<file path="config.mk">
export PLATFORM = sky130hd
export DESIGN_NAME = pop_dispatcher_flat
export DESIGN_NICKNAME = d
export VERILOG_FILES = /design/src/rtl/pop_dispatcher_pkg.sv /design/src/rtl/pop_dispatcher_if.sv /design/src/rtl/pop_dispatcher_buf.sv /design/src/rtl/pop_dispatcher.sv /design/src/flat_wrapper.sv
export SDC_FILE = /design/constraint.sdc
export NUM_CORES = 1
export LEC_CHECK = 0
export BUFFER_PORTS_ARGS = -buffer_cell sky130_fd_sc_hd__clkbuf_2
export CAP_MARGIN = 20
export CORE_UTILIZATION = 35
export CTS_CLUSTER_SIZE = 12
export DETAILED_ROUTE_END_ITERATION = 8
export PLACE_DENSITY_LB_ADDON = 0.1
export SLEW_MARGIN = 20
export SYNTH_ARGS = -nofsm -noshare
export SYNTH_HDL_FRONTEND = slang
export SYNTH_HIERARCHICAL = 1
export SYNTH_SLANG_ARGS = --single-unit
</file>
<file path="constraint.sdc">
create_clock -name clk -period 4 [get_ports clk]
set_input_delay 0.4 -clock clk [delete_from_list [all_inputs] [get_ports clk]]
set_output_delay 0.4 -clock clk [all_outputs]
set_load 0.005 [all_outputs]
</file>
<file path="src/rtl/pop_dispatcher_pkg.sv">
// Shared constants and types for the pop dispatcher slice.
// The optional stats feature is enabled with POP_DISPATCH_STATS_EN.
package dispatch_pkg;
  localparam int NUM_FIFO  = 4;
  localparam int ID_W      = 2;
  localparam int BUF_DEPTH = 2;
  localparam int DROP_W    = 8;
  localparam int CNT_W     = 16;

  typedef logic [ID_W-1:0] fifo_id_t;
  typedef logic [$clog2(BUF_DEPTH+1)-1:0] occ_t;

  function automatic logic [NUM_FIFO-1:0] onehot(input fifo_id_t id);
    logic [NUM_FIFO-1:0] v;
    v     = '0;
    v[id] = 1'b1;
    return v;
  endfunction
endpackage

</file>
<file path="src/rtl/pop_dispatcher_if.sv">
// Grant, FIFO-read and egress signals between the arbiter/FIFOs/egress (master)
// and the pop dispatcher (slave).
interface pop_dispatcher_if #(parameter int DATA_W = 8);
  import dispatch_pkg::*;

  // Handshakes: a grant transfers when pop_valid & req_ready in the same cycle;
  // an egress word transfers when data_valid & out_ready, and data_out/data_id
  // hold steady while data_valid & ~out_ready.
  fifo_id_t                    pop_id;
  logic                        pop_valid;
  logic                        req_ready;
  logic [NUM_FIFO-1:0]         fifo_empty;
  logic [NUM_FIFO*DATA_W-1:0]  fifo_data;
  logic [NUM_FIFO-1:0]         pop;
  logic [DATA_W-1:0]           data_out;
  fifo_id_t                    data_id;
  logic                        data_valid;
  logic                        out_ready;
  logic [DROP_W-1:0]           drop_cnt;

  modport master (
    output pop_id, pop_valid, fifo_empty, fifo_data, out_ready,
    input  req_ready, pop, data_out, data_id, data_valid, drop_cnt
  );

  modport slave (
    input  pop_id, pop_valid, fifo_empty, fifo_data, out_ready,
    output req_ready, pop, data_out, data_id, data_valid, drop_cnt
  );
endinterface

</file>
<file path="src/rtl/pop_dispatcher_buf.sv">
// Two-entry {id,data} FIFO-ordered output buffer; entry 0 is always the head
// so the head outputs come straight from flops.
module dispatch_buf
  import dispatch_pkg::*;
#(
  parameter int DATA_W = 8
) (
  input  logic              clk,
  input  logic              reset,
  input  logic              enq,
  input  fifo_id_t          enq_id,
  input  logic [DATA_W-1:0] enq_data,
  input  logic              deq,
  output occ_t              occ,
  output fifo_id_t          head_id,
  output logic [DATA_W-1:0] head_data
);
  fifo_id_t          e1_id;
  logic [DATA_W-1:0] e1_data;

  always_ff @(posedge clk) begin
    if (reset) begin
      occ       <= '0;
      head_id   <= '0;
      head_data <= '0;
      e1_id     <= '0;
      e1_data   <= '0;
    end else begin
      case ({enq, deq})
        2'b10: begin
          if (occ == occ_t'(0)) begin
            head_id   <= enq_id;
            head_data <= enq_data;
          end else begin
            e1_id   <= enq_id;
            e1_data <= enq_data;
          end
          occ <= occ + occ_t'(1);
        end
        2'b01: begin
          head_id   <= e1_id;
          head_data <= e1_data;
          occ       <= occ - occ_t'(1);
        end
        2'b11: begin
          // Occupancy unchanged; the new word lands behind whatever remains.
          if (occ == occ_t'(1)) begin
            head_id   <= enq_id;
            head_data <= enq_data;
          end else begin
            head_id   <= e1_id;
            head_data <= e1_data;
            e1_id     <= enq_id;
            e1_data   <= enq_data;
          end
        end
        default: ;
      endcase
    end
  end
endmodule

</file>
<file path="src/rtl/pop_dispatcher.sv">
// Pop dispatcher top: grant credit check, pop strobes, drop counting and read capture.
// Define POP_DISPATCH_STATS_EN to add per-FIFO delivered-word counters on pop_cnt.
module pop_dispatcher
  import dispatch_pkg::*;
#(
  parameter int DATA_W = 8
) (
  input  logic                      clk,
  input  logic                      reset,
  pop_dispatcher_if.slave           bus
`ifdef POP_DISPATCH_STATS_EN
  ,
  output logic [NUM_FIFO*CNT_W-1:0] pop_cnt
`endif
);
  occ_t              occ;
  logic              inflight;
  fifo_id_t          inflight_id;
  logic              deq;
  logic              ready_w;
  logic              accept;
  logic              do_pop;
  logic              do_drop;
  logic [2:0]        used;
  fifo_id_t          head_id;
  logic [DATA_W-1:0] head_data;

  // A word in flight already owns a buffer slot, so it counts against credit.
  always_comb begin
    deq            = (occ != occ_t'(0)) & bus.out_ready;
    used           = {1'b0, occ} + {2'b00, inflight};
    ready_w        = used < (3'd2 + {2'b00, deq});
    accept         = bus.pop_valid & ready_w & ~reset;
    do_pop         = accept & ~bus.fifo_empty[bus.pop_id];
    do_drop        = accept & bus.fifo_empty[bus.pop_id];
    bus.req_ready  = ready_w;
    bus.pop        = do_pop ? onehot(bus.pop_id) : '0;
    bus.data_valid = occ != occ_t'(0);
    bus.data_out   = head_data;
    bus.data_id    = head_id;
  end

  always_ff @(posedge clk) begin
    if (reset) begin
      inflight     <= 1'b0;
      inflight_id  <= '0;
      bus.drop_cnt <= '0;
    end else begin
      inflight <= do_pop;
      if (do_pop) inflight_id <= bus.pop_id;
      if (do_drop && bus.drop_cnt != '1) bus.drop_cnt <= bus.drop_cnt + DROP_W'(1);
    end
  end

  dispatch_buf #(.DATA_W(DATA_W)) u_buf (
    .clk       (clk),
    .reset     (reset),
    .enq       (inflight),
    .enq_id    (inflight_id),
    .enq_data  (bus.fifo_data[inflight_id*DATA_W +: DATA_W]),
    .deq       (deq),
    .occ       (occ),
    .head_id   (head_id),
    .head_data (head_data)
  );

`ifdef POP_DISPATCH_STATS_EN
  always_ff @(posedge clk) begin
    if (reset) begin
      pop_cnt <= '0;
    end else if (deq) begin
      pop_cnt[head_id*CNT_W +: CNT_W] <= pop_cnt[head_id*CNT_W +: CNT_W] + CNT_W'(1);
    end
  end
`endif
endmodule
</file>
<file path="src/flat_wrapper.sv">
// flat-port wrapper written by rule: the top's interface ports become plain ports
module pop_dispatcher_flat import dispatch_pkg::*;
#(
  parameter int DATA_W = 8
)
  (clk, reset, bus_pop_id, bus_pop_valid, bus_fifo_empty, bus_fifo_data, bus_out_ready, bus_req_ready, bus_pop, bus_data_out, bus_data_id, bus_data_valid, bus_drop_cnt);
  pop_dispatcher_if #(.DATA_W(DATA_W)) bus_i ();
  input  logic clk;
  input  logic reset;
  input wire logic [$bits(bus_i.pop_id)-1:0] bus_pop_id;
  input wire logic [$bits(bus_i.pop_valid)-1:0] bus_pop_valid;
  input wire logic [$bits(bus_i.fifo_empty)-1:0] bus_fifo_empty;
  input wire logic [$bits(bus_i.fifo_data)-1:0] bus_fifo_data;
  input wire logic [$bits(bus_i.out_ready)-1:0] bus_out_ready;
  output wire logic [$bits(bus_i.req_ready)-1:0] bus_req_ready;
  output wire logic [$bits(bus_i.pop)-1:0] bus_pop;
  output wire logic [$bits(bus_i.data_out)-1:0] bus_data_out;
  output wire logic [$bits(bus_i.data_id)-1:0] bus_data_id;
  output wire logic [$bits(bus_i.data_valid)-1:0] bus_data_valid;
  output wire logic [$bits(bus_i.drop_cnt)-1:0] bus_drop_cnt;
  assign bus_i.pop_id = bus_pop_id;
  assign bus_i.pop_valid = bus_pop_valid;
  assign bus_i.fifo_empty = bus_fifo_empty;
  assign bus_i.fifo_data = bus_fifo_data;
  assign bus_i.out_ready = bus_out_ready;
  assign bus_req_ready = bus_i.req_ready;
  assign bus_pop = bus_i.pop;
  assign bus_data_out = bus_i.data_out;
  assign bus_data_id = bus_i.data_id;
  assign bus_data_valid = bus_i.data_valid;
  assign bus_drop_cnt = bus_i.drop_cnt;
  pop_dispatcher #(.DATA_W(DATA_W)) u_core (.clk(clk), .reset(reset), .bus(bus_i));
endmodule
</file>
; ---- Yosys cells after proc, flatten, opt, wreduce, memory -nomap -nowiden
; Index checks and enable logic that the tools add are counted.
[totals]
register_bits = 33
inputBits = 42
wordCells = 59
[op_classes]
n_addsub = 5
order_cmp = 3
n_eq_ne = 8
shift = 1
mux = 18
bitwise_logic = 7
n_reduce_logical = 9
[op_table]
columns = operator, n
row1 = 2-to-1 mux 8 bit, 4
row2 = indexed part select 32 x 6 -> 8 bit, 1
row3 = one-hot mux 8 bit (3 select lines), 1
row4 = one-hot mux 8 bit (2 select lines), 1
row5 = adder 8 x 1 -> 8 bit (second input constant), 1
row6 = 2-to-1 mux 2 bit, 4
row7 = != test 8 bit (second input constant), 1
row8 = one-hot mux 2 bit (2 select lines), 2
row9 = != test 2 bit (second input constant), 3
row10 = one-hot mux 2 bit (3 select lines), 1
row11 = nonzero test 2 bit, 3
row12 = AND 1 bit, 5
row13 = equality test 2 x 1 -> 1 bit (second input constant), 2
row14 = equality test 2 bit (second input constant), 2
row15 = 2-to-1 mux 4 bit, 1
row16 = adder 2 x 1 -> 3 bit, 1
row17 = adder 2 x 1 -> 3 bit (first input constant), 1
row18 = less-than comparator 2 x 3 -> 1 bit (second input constant), 1
row19 = less-than comparator 3 bit, 1
row20 = AND reduction 3 bit, 1
row21 = nonzero test 3 bit, 1
row22 = adder 2 x 1 -> 2 bit (second input constant), 1
row23 = binary-select mux 1 bit (select 2 bit), 1
row24 = demux 1 bit (select 2 bit), 1
row25 = other kinds (7), 10

; ---- Logic depth before layout (Yosys ltp)
; Gate-level depths: netlist of the first run.
[depth]
ltp_word = 8
mapped_depth = 8
mapped_depth_nobuf = 7

; ---- Cells and area by module
; Netlist of the first run, hierarchy kept.
[modules_own_cells]
columns = mod, instances, cells_each, area_per_inst_um2, seq_area_each_um2
row1 = dispatch_buf, 1, 127, 1084.8, 440.4
row2 = pop_dispatcher, 1, 78, 800.8, 220.2

; ---- Worst setup path after synthesis of the first run
; No wires, ideal clock.
[synth_path]
path_kind = flip-flop to output port
from = register u_core.u_buf.occ[0]
to = output bus_pop[1]
t_arrival_ns = 1.831
required_time_ns = 3.600
slack_ns = 1.769
path_stages_with_launch = 6
n_path_buf = 0
cell_sequence = dfxtp_1 ha_1 ha_1 or3b_2 or3_1 nor3b_1
[synth_via]
elab_chain_len = 8
word_cells_on_any_way = 9
[synth_lines]
columns = item, line_no
row1 = "start, declared", pop_dispatcher_buf.sv:14  ; output occ_t occ,
row2 = "start signal, assigned", pop_dispatcher_buf.sv:38  ; occ <= occ + occ_t'(1);
row3 = "start signal, assigned", pop_dispatcher_buf.sv:43  ; occ <= occ - occ_t'(1);
row4 = nonzero test 2 bit, pop_dispatcher.sv:30  ; deq = (occ != occ_t'(0)) & bus.out_ready;
row5 = AND 1 bit, pop_dispatcher.sv:30
row6 = adder 2 x 1 -> 3 bit, pop_dispatcher.sv:32  ; ready_w = used < (3'd2 + {2'b00, deq});
row7 = less-than comparator 3 bit *, pop_dispatcher.sv:32
row8 = AND 1 bit * (2 in a row), pop_dispatcher.sv:33  ; accept = bus.pop_valid & ready_w & ~reset;
row9 = AND 1 bit *, pop_dispatcher.sv:34  ; do_pop = accept & ~bus.fifo_empty[bus.pop_id];
row10 = 2-to-1 mux 4 bit *, pop_dispatcher.sv:37  ; bus.pop = do_pop ? onehot(bus.pop_id) : '0;
row11 = "end, declared", flat_wrapper.sv:16  ; output wire logic [$bits(bus_i.pop)-1:0] bus_pop;
; Every way passes the cells marked *; elsewhere a longest branch is shown, timed or not.

; ---- Final worst setup path of the first run
[layout_path]
from = register u_core.u_buf.occ[0]
to = output bus_pop[2]
; Same word-level chain as after synthesis.

==> results of run 1 <==
[flip-flops by register name (all words and copies together) (netlist names)]
name                    count
u_core/bus.drop_cnt         8
u_core/u_buf/e1_data        8
u_core/u_buf/head_data      8
u_core/inflight_id          2
u_core/u_buf/e1_id          2
u_core/u_buf/head_id        2
u_core/u_buf/occ            2
u_core/inflight             1
[cell type report]
type,instances,area [um2]
repair buffers,65,325
fillers,544,2810
clock inverters,3,17.5
well taps,70,87.6
inverters,6,22.5
flip-flops and latches,33,661
clock buffers,5,68.8
multi-input cells,155,1140
[per-layer routing]
metal  up-vias  track usage
met3         2       0.0370
met1       772        0.239
li1        901            -
met4         0       0.0432
met2        65        0.280
met5         -            0
[layout by cell type, fill, tap and decap left out, types with 2 or more instances in the layout]
| cell | count |
|---|---|
| mux4_2 | 9 |
| a21oi_1 | 24 |
| ha_1 | 9 |
| nor2b_1 | 4 |
| or3_1 | 2 |
| dfxtp_1 | 33 |
| o21ai_0 | 33 |
| clkbuf_2 | 65 |
| a311oi_1 | 9 |
| nor2_1 | 10 |
| or4_1 | 2 |
| nand2_1 | 6 |
| o31ai_1 | 4 |
| xor2_1 | 4 |
| nand2b_1 | 2 |
| clkbuf_8 | 5 |
| mux2i_1 | 2 |
| inv_1 | 5 |
| nand4_1 | 3 |
| nand3_1 | 14 |
| or2_2 | 2 |
| clkinv_2 | 2 |
[worst reg2reg max path: cells and delay by family (launching register included)]
family | cells | cell delay [ns]
DFF | 1 | 0.38
AOI/OAI and AO/OA | 2 | 0.62
and+or+nand+nor | 2 | 0.84
buffers and inverters | 1 | 0.14
adders and majority gates | 1 | 0.37
[per-stage QoR]
step                area (um2)  power, mW  hold WS, ns  instances  utilization
floorplan                 1890      0.771        0.450        205            -
global placement          2240      0.898        0.462        329        0.436
detailed placement        2240      0.902        0.467        329        0.436
CTS                       2330       1.15        0.410        337        0.453
global route              2330       1.23        0.451        337        0.453
finish                    2330       1.14        0.414        337        0.453
[synthesized netlist by cell type (2+ instances only)]
library cell	count
a21oi_1	24
a311oi_1	9
buf_6	2
clkbuf_1	7
dfxtp_1	33
ha_1	9
inv_1	5
mux2i_1	2
mux4_2	9
nand2_1	6
nand2b_1	2
nand3_1	14
nand4_1	3
nor2_1	10
nor2b_1	4
o21ai_0	33
o31ai_1	4
or2_2	2
or3_1	2
or4_1	2
xor2_1	4
[final timing paths]
check,from,to,slack (ns)
max reg2reg,u_core/u_buf/occ[0]$_SDFFE_PP0P_,u_core/u_buf/head_id[0]$_SDFFE_PP0P_,1.56
min reg2reg,u_core/u_buf/e1_data[7]$_SDFFE_PP0P_,u_core/u_buf/e1_data[7]$_SDFFE_PP0P_,0.48
max,u_core/u_buf/occ[0]$_SDFFE_PP0P_,bus_pop[2],1.25
min,bus_pop_id[0],u_core/inflight_id[0]$_SDFFE_PP0P_,0.41
[report_power, final]
group / internal [mW] / switching, mW / total, mW
Clock: 0.120 / 0.128 / 0.248
Combinational: 0.201 / 0.250 / 0.451
Sequential: 0.392 / 0.0468 / 0.439
Total: 0.714 / 0.425 / 1.14
[cells by family (layout without fill, tap and decap cells)]
| family | count (synthesis) | count (layout) | synth area share |
|---|---|---|---|
| AO/OA/AOI/OAI | 77 | 77 | 0.249 |
| AND/OR/NAND/NOR | 54 | 54 | 0.162 |
| flip-flops | 33 | 33 | 0.350 |
| buffers and inverters | 17 | 79 | 0.0425 |
| multiplexers | 11 | 11 | 0.118 |
| adder cells (fa/ha/maj) | 9 | 9 | 0.0597 |
| XOR/XNOR | 4 | 4 | 0.0186 |
==> flow_summary_export.csv, run 1 <==
group,metric,value,unit
logic_synthesis,synth_seq_area_share,0.350,
logic_synthesis,synth_area_leader_cell,"dfxtp_1",
logic_synthesis,synth_area_leaders,"dfxtp_1 (35%), mux4_2 (11%), o21ai_0 (8.8%)",
worst_setup_path,cp_top_family,"simple AND/OR/NAND/NOR gates",
worst_setup_path,endpoint_kind,"primary output",
route,routed_wl,4710,um
clock_network,clockBufferDepth,2,
global_route,grt_max_degree,35,
status,status,"finished, final reports clean",
clock_network,clock_latency,0.28,ns
logic_synthesis,ys_warn_count,6,
worst_setup_path,worstPathCellList,"ha_1, ha_1, or3b_2, or3_1, inv_2, nand2_1, nor2_1, clkbuf_2",
route,wl_met1,2340,um
timing,worst_slew_pin_slew,0.720,ns
timing,rsz0062_at_grt,"false",
floorplan,start_util,0.367,
layout,antenna_cells,0,
timing,final_hold_viol_count,0,
worst_setup_path,slowest_stage,"or3b_2",
layout,drive_gt1_frac,0.348,
logic_synthesis,synth-seq-cells,33,
pwr,leakagePower,0.935,nW
logic_synthesis,synth_cells,205,
timing,setup_violations,0,
clock_network,cts_buffers,5,
floorplan,die_h,75.4,um
pwr,vdd_ir_drop_max,0.165,mV
route,vias,1740,
floorplan,io_pins,66,
timing,min_period,2.75,ns
place,hpwl,3610,um
route,top_layer,"met4",
global_route,grt_pass1_vias,1562,
logic_synthesis,yosys.area.top_type_share,0.350,
worst_setup_path,cp_common_cell,"ha_1",
floorplan,die_w,75.4,um
timing,setup_ws,1.25,ns
clock_network,cts-hold-fix-buffers,0,
min_path,hold_path_class,"primary input to register",
job,maxCapViolCount,0,
worst_setup_path,cp.arrival,2.35,ns
worst_setup_path,r2r_cells,6,
route,wl_per_cell,14.0,um
clock_network,post_cts_buffers,0,
global_route,grt-ovfl-total,0,
global_route,grt_use_total,0.174,
worst_setup_path,criticalPathCategory,"register to primary output",
worst_setup_path,start_kind,"register",
clock_network,cts_tree,"built",
clock_network,cts.reportedPaths.clkPinSlew,0.07,ns
worst_setup_path,critPathBufInv,2,
logic_synthesis,synth_edf_count,0,
logic_synthesis,synth_ff_type,"dfxtp_1",
logic_synthesis,yosysUniqueCellTypes,40,
worst_setup_path,crit_path_max_fanout,7,
timing,finalMaxSlewViolations,0,
route,via_per_inst,5.16,
logic_synthesis,synth_area,0.00189,mm2
timing,finClkSkew,0.00493,ns
logic_synthesis,ys_async_sr_fraction,0,
place,post-place-ws,1.43,ns
layout,final_nets,317,
clock_network,numClockSinks,33,
place,portBuffers,65,
route,first_iter_violations,80,
worst_setup_path,max_stage_delay,0.47,ns
worst_setup_path,crit_cells,8,
global_route,antenna_found_initial,0,
place,place_congestion,0.782,
route,drc,0,
timing,fin_crit_sh,0.688,
clock_network,ctsResizeCount,0,
floorplan,dieArea,0.00569,mm2
route,detail_route.first_pass.iterations,5,
route,met2_length,2060,um
clock_network,cts-root-buf,"clkbuf_8",
clock_network,cts_htree_levels,2,
logic_synthesis,postSynthAreaPerCell,9.20,um2
pwr,power_density,489,mW/mm2
route,route.met3.wl,288,um
global_route,grt_pass1_wl,7460,um
timing,fin_setup_tns,0,ns
logic_synthesis,synth_nets,256,
layout,syn_to_final_growth,23.4,%
timing,max-slew-margin-rel,0.520,
floorplan,rows,26,
route,ant_nets,0,
min_path,min_delay_path_depth,3,
worst_setup_path,cp.required,3.60,ns
floorplan,fp.coreArea,0.00514,mm2
timing,clock.fmax,364,MHz
Note: power is estimated with default switching activity, not from simulation.
==> run 2, diff against run 1 <==
==> constraint.sdc (replaced) <==
create_clock -name clk -period 2.7 [get_ports clk]
set_input_delay 0.27 -clock clk [delete_from_list [all_inputs] [get_ports clk]]
set_output_delay 0.27 -clock clk [all_outputs]
set_load 0.005 [all_outputs]
==> run 2 against run 1 <==
  * Utilization increased by 0.85 points
  * Non-clock buffer count is 1 higher
  * Clock skew shrank 0.0025 ns
  * Die area unchanged
  * Clock-buffer cell count rose by 2
  * Routed wire length down 1.7%
  * Critical path depth unchanged
  * Sequential share of layout area is 0.47 points lower
  * Critical endpoint unchanged
  * Largest cell class unchanged
  * Largest power group unchanged
==> flow_summary_export.csv, run 2 (synthesis results as in run 1) <==
group,metric,value,unit
timing,clock.fmax,397,MHz
layout,antenna_cells,0,
worst_setup_path,cp_common_cell,"ha_1",
worst_setup_path,rr_endpoint,"u_core/u_buf/head_data[5]$_SDFFE_PP0P_",
floorplan,io_pins,66,
pwr,vdd_ir_drop_max,0.270,mV
layout,final_nets,318,
route,wl_per_cell,13.7,um
global_route,grt_use_total,0.179,
worst_setup_path,cp.arrival,2.25,ns
timing,rsz0062_at_grt,"false",
floorplan,rows,26,
clock_network,numClockSinks,33,
status,status,"finished, final reports clean",
clock_network,cts_tree,"built",
worst_setup_path,cp_top_family,"simple AND/OR/NAND/NOR gates",
worst_setup_path,crit_path_max_fanout,7,
floorplan,die_h,75.4,um
timing,final_hold_viol_count,0,
worst_setup_path,critPathBufInv,2,
place,place_congestion,0.726,
global_route,antenna_found_initial,0,
floorplan,start_util,0.367,
floorplan,dieArea,0.00569,mm2
place,hpwl,3540,um
layout,layout_common_cells,"clkbuf_2 (65), o21ai_0 (33), dfxtp_1 (32), a21oi_1 (24), nand3_1 (14)",
route,detail_route.first_pass.iterations,4,
layout,syn_to_final_growth,25.7,%
worst_setup_path,max_stage_delay,0.47,ns
worst_setup_path,r2r_start,"u_core/u_buf/occ[0]$_SDFFE_PP0P_",
timing,fin_crit_sh,0.932,
clock_network,clockBufferDepth,2,
clock_network,cts_htree_levels,2,
worst_setup_path,slowest_stage,"or3b_2",
layout,layout_commonest_cell,"clkbuf_2",
global_route,grt_pass1_vias,1631,
place,portBuffers,65,
clock_network,post_cts_buffers,0,
layout,drive_gt1_frac,0.354,
clock_network,clock_latency,0.28,ns
worst_setup_path,worstPathCellList,"ha_1, ha_1, or3b_2, or3_4, inv_2, nand2_1, nor2_1, clkbuf_2",
pwr,leakagePower,0.956,nW
clock_network,cts_buffers,5,
clock_network,cts-root-buf,"clkbuf_8",
min_path,hold_path_class,"primary input to register",
layout,instances_no_fill,338,
layout,largestRegisters,"u_core/bus.drop_cnt: 8 flops, u_core/u_buf/e1_data: 8 flops, u_core/u_buf/head_data: 8 flops",
job,maxCapViolCount,0,
floorplan,die_w,75.4,um
timing,fin_setup_tns,0,ns
floorplan,fp.coreArea,0.00514,mm2
route,vias,1761,
min_path,min_delay_path_depth,3,
worst_setup_path,r2r_cells,6,
timing,max-slew-margin-rel,0.593,
global_route,grt_max_degree,34,
timing,min_period,2.52,ns
global_route,grt-ovfl-total,0,
clock_network,cts.reportedPaths.clkPinSlew,0.07,ns
route,routed_wl,4630,um
route,first_iter_violations,86,
route,via_per_inst,5.21,
worst_setup_path,cp.required,2.43,ns
route,ant_nets,0,
min_path,min-delay-start,"bus_pop_id[0]",
place,placed_cells,330,
worst_setup_path,criticalPathCategory,"register to primary output",
timing,finClkSkew,0.00245,ns
timing,setup_violations,0,
global_route,grt_pass1_wl,7740,um
timing,worst_slew_pin_slew,0.610,ns
worst_setup_path,r2r_slack,0.33,ns
route,drc,0,
pwr,power_density,760,mW/mm2
worst_setup_path,endpoint_kind,"primary output",
min_path,hold_end,"u_core/inflight_id[0]$_SDFFE_PP0P_",
timing,finalMaxSlewViolations,0,
worst_setup_path,start_kind,"register",
run 2: cell count changes in the layout (fill, tap and decap cells not counted), sizes merged:
cell      before  now
clkinvlp       1    0
buf            0    1
bufinv         0    1
clkbuf        70   72
clkinv         2    0
run 2: worst max-delay path by stage:
stage | from | to | slack (ns) | cells past startpoint
final | u_core/u_buf/occ[0]$_SDFFE_PP0P_ | bus_pop[2] | 0.18 | 8
after global routing | u_core/u_buf/occ[0]$_SDFFE_PP0P_ | bus_pop[2] | 0.04 | 8
after CTS | u_core/u_buf/occ[0]$_SDFFE_PP0P_ | bus_pop[1] | 0.05 | 6
after detailed placement | u_core/u_buf/occ[0]$_SDFFE_PP0P_ | u_core/u_buf/head_data[1]$_SDFFE_PP0P_ | 0.31 | 6
after global placement | u_core/u_buf/occ[0]$_SDFFE_PP0P_ | u_core/u_buf/head_data[1]$_SDFFE_PP0P_ | 0.36 | 6
after floorplan | u_core/u_buf/occ[0]$_SDFFE_PP0P_ | bus_pop[1] | 0.60 | 5
run 2: metrics by stage:
| stage | worst slack (ns) | power (mW) | hold slack [ns] | cell area [um2] | utilization |
|---|---|---|---|---|---|
| 2_1_floorplan | 0.599 | 1.14 | 0.342 | 1890 | - |
| 3_3_place_gp | 0.363 | 1.33 | 0.462 | 2250 | 0.437 |
| 3_5_place_dp | 0.312 | 1.34 | 0.468 | 2250 | 0.437 |
| 4_1_cts | 0.0455 | 1.83 | 0.277 | 2360 | 0.460 |
| 5_1_grt | 0.0386 | 1.95 | 0.328 | 2370 | 0.461 |
| 6_report | 0.184 | 1.80 | 0.285 | 2370 | 0.461 |
run 2: final cells by class:
| class | count | area [um2] |
|---|---|---|
| Sequential cell | 33 | 662 |
| Multi-Input combinational cell | 155 | 1150 |
| Clock inverter | 1 | 30.0 |
| Fill cell | 554 | 2770 |
| Timing Repair Buffer | 66 | 333 |
| Tap cell | 70 | 87.6 |
| Clock buffer | 7 | 86.3 |
| Inverter | 6 | 22.5 |
run 2: timing repair:
item                                    in CTS  in global routing
resized for setup                            0                  2
hold buffers                                 0                  0
endpoints found under the setup margin       0                  4
run 2: power breakdown:
group          total [mW]  internal, mW  switching [mW]
combinational       0.669         0.302           0.367
sequential          0.652         0.583          0.0689
clock               0.481         0.301           0.180
total                1.80          1.19           0.616
run 2: worst min-delay path, stage by stage:
cell	delay, ns
clkbuf_2	0.12
nand2_1	0.07
a21oi_1	0.05
run 2: layer usage:
layer	GRT usage	part of all wire	vias to the layer above
met5	0	0	-
met4	0.0556	0.010	0
met3	0.0370	0.068	6
met2	0.279	0.44	63
met1	0.250	0.48	789
li1	-	-	903
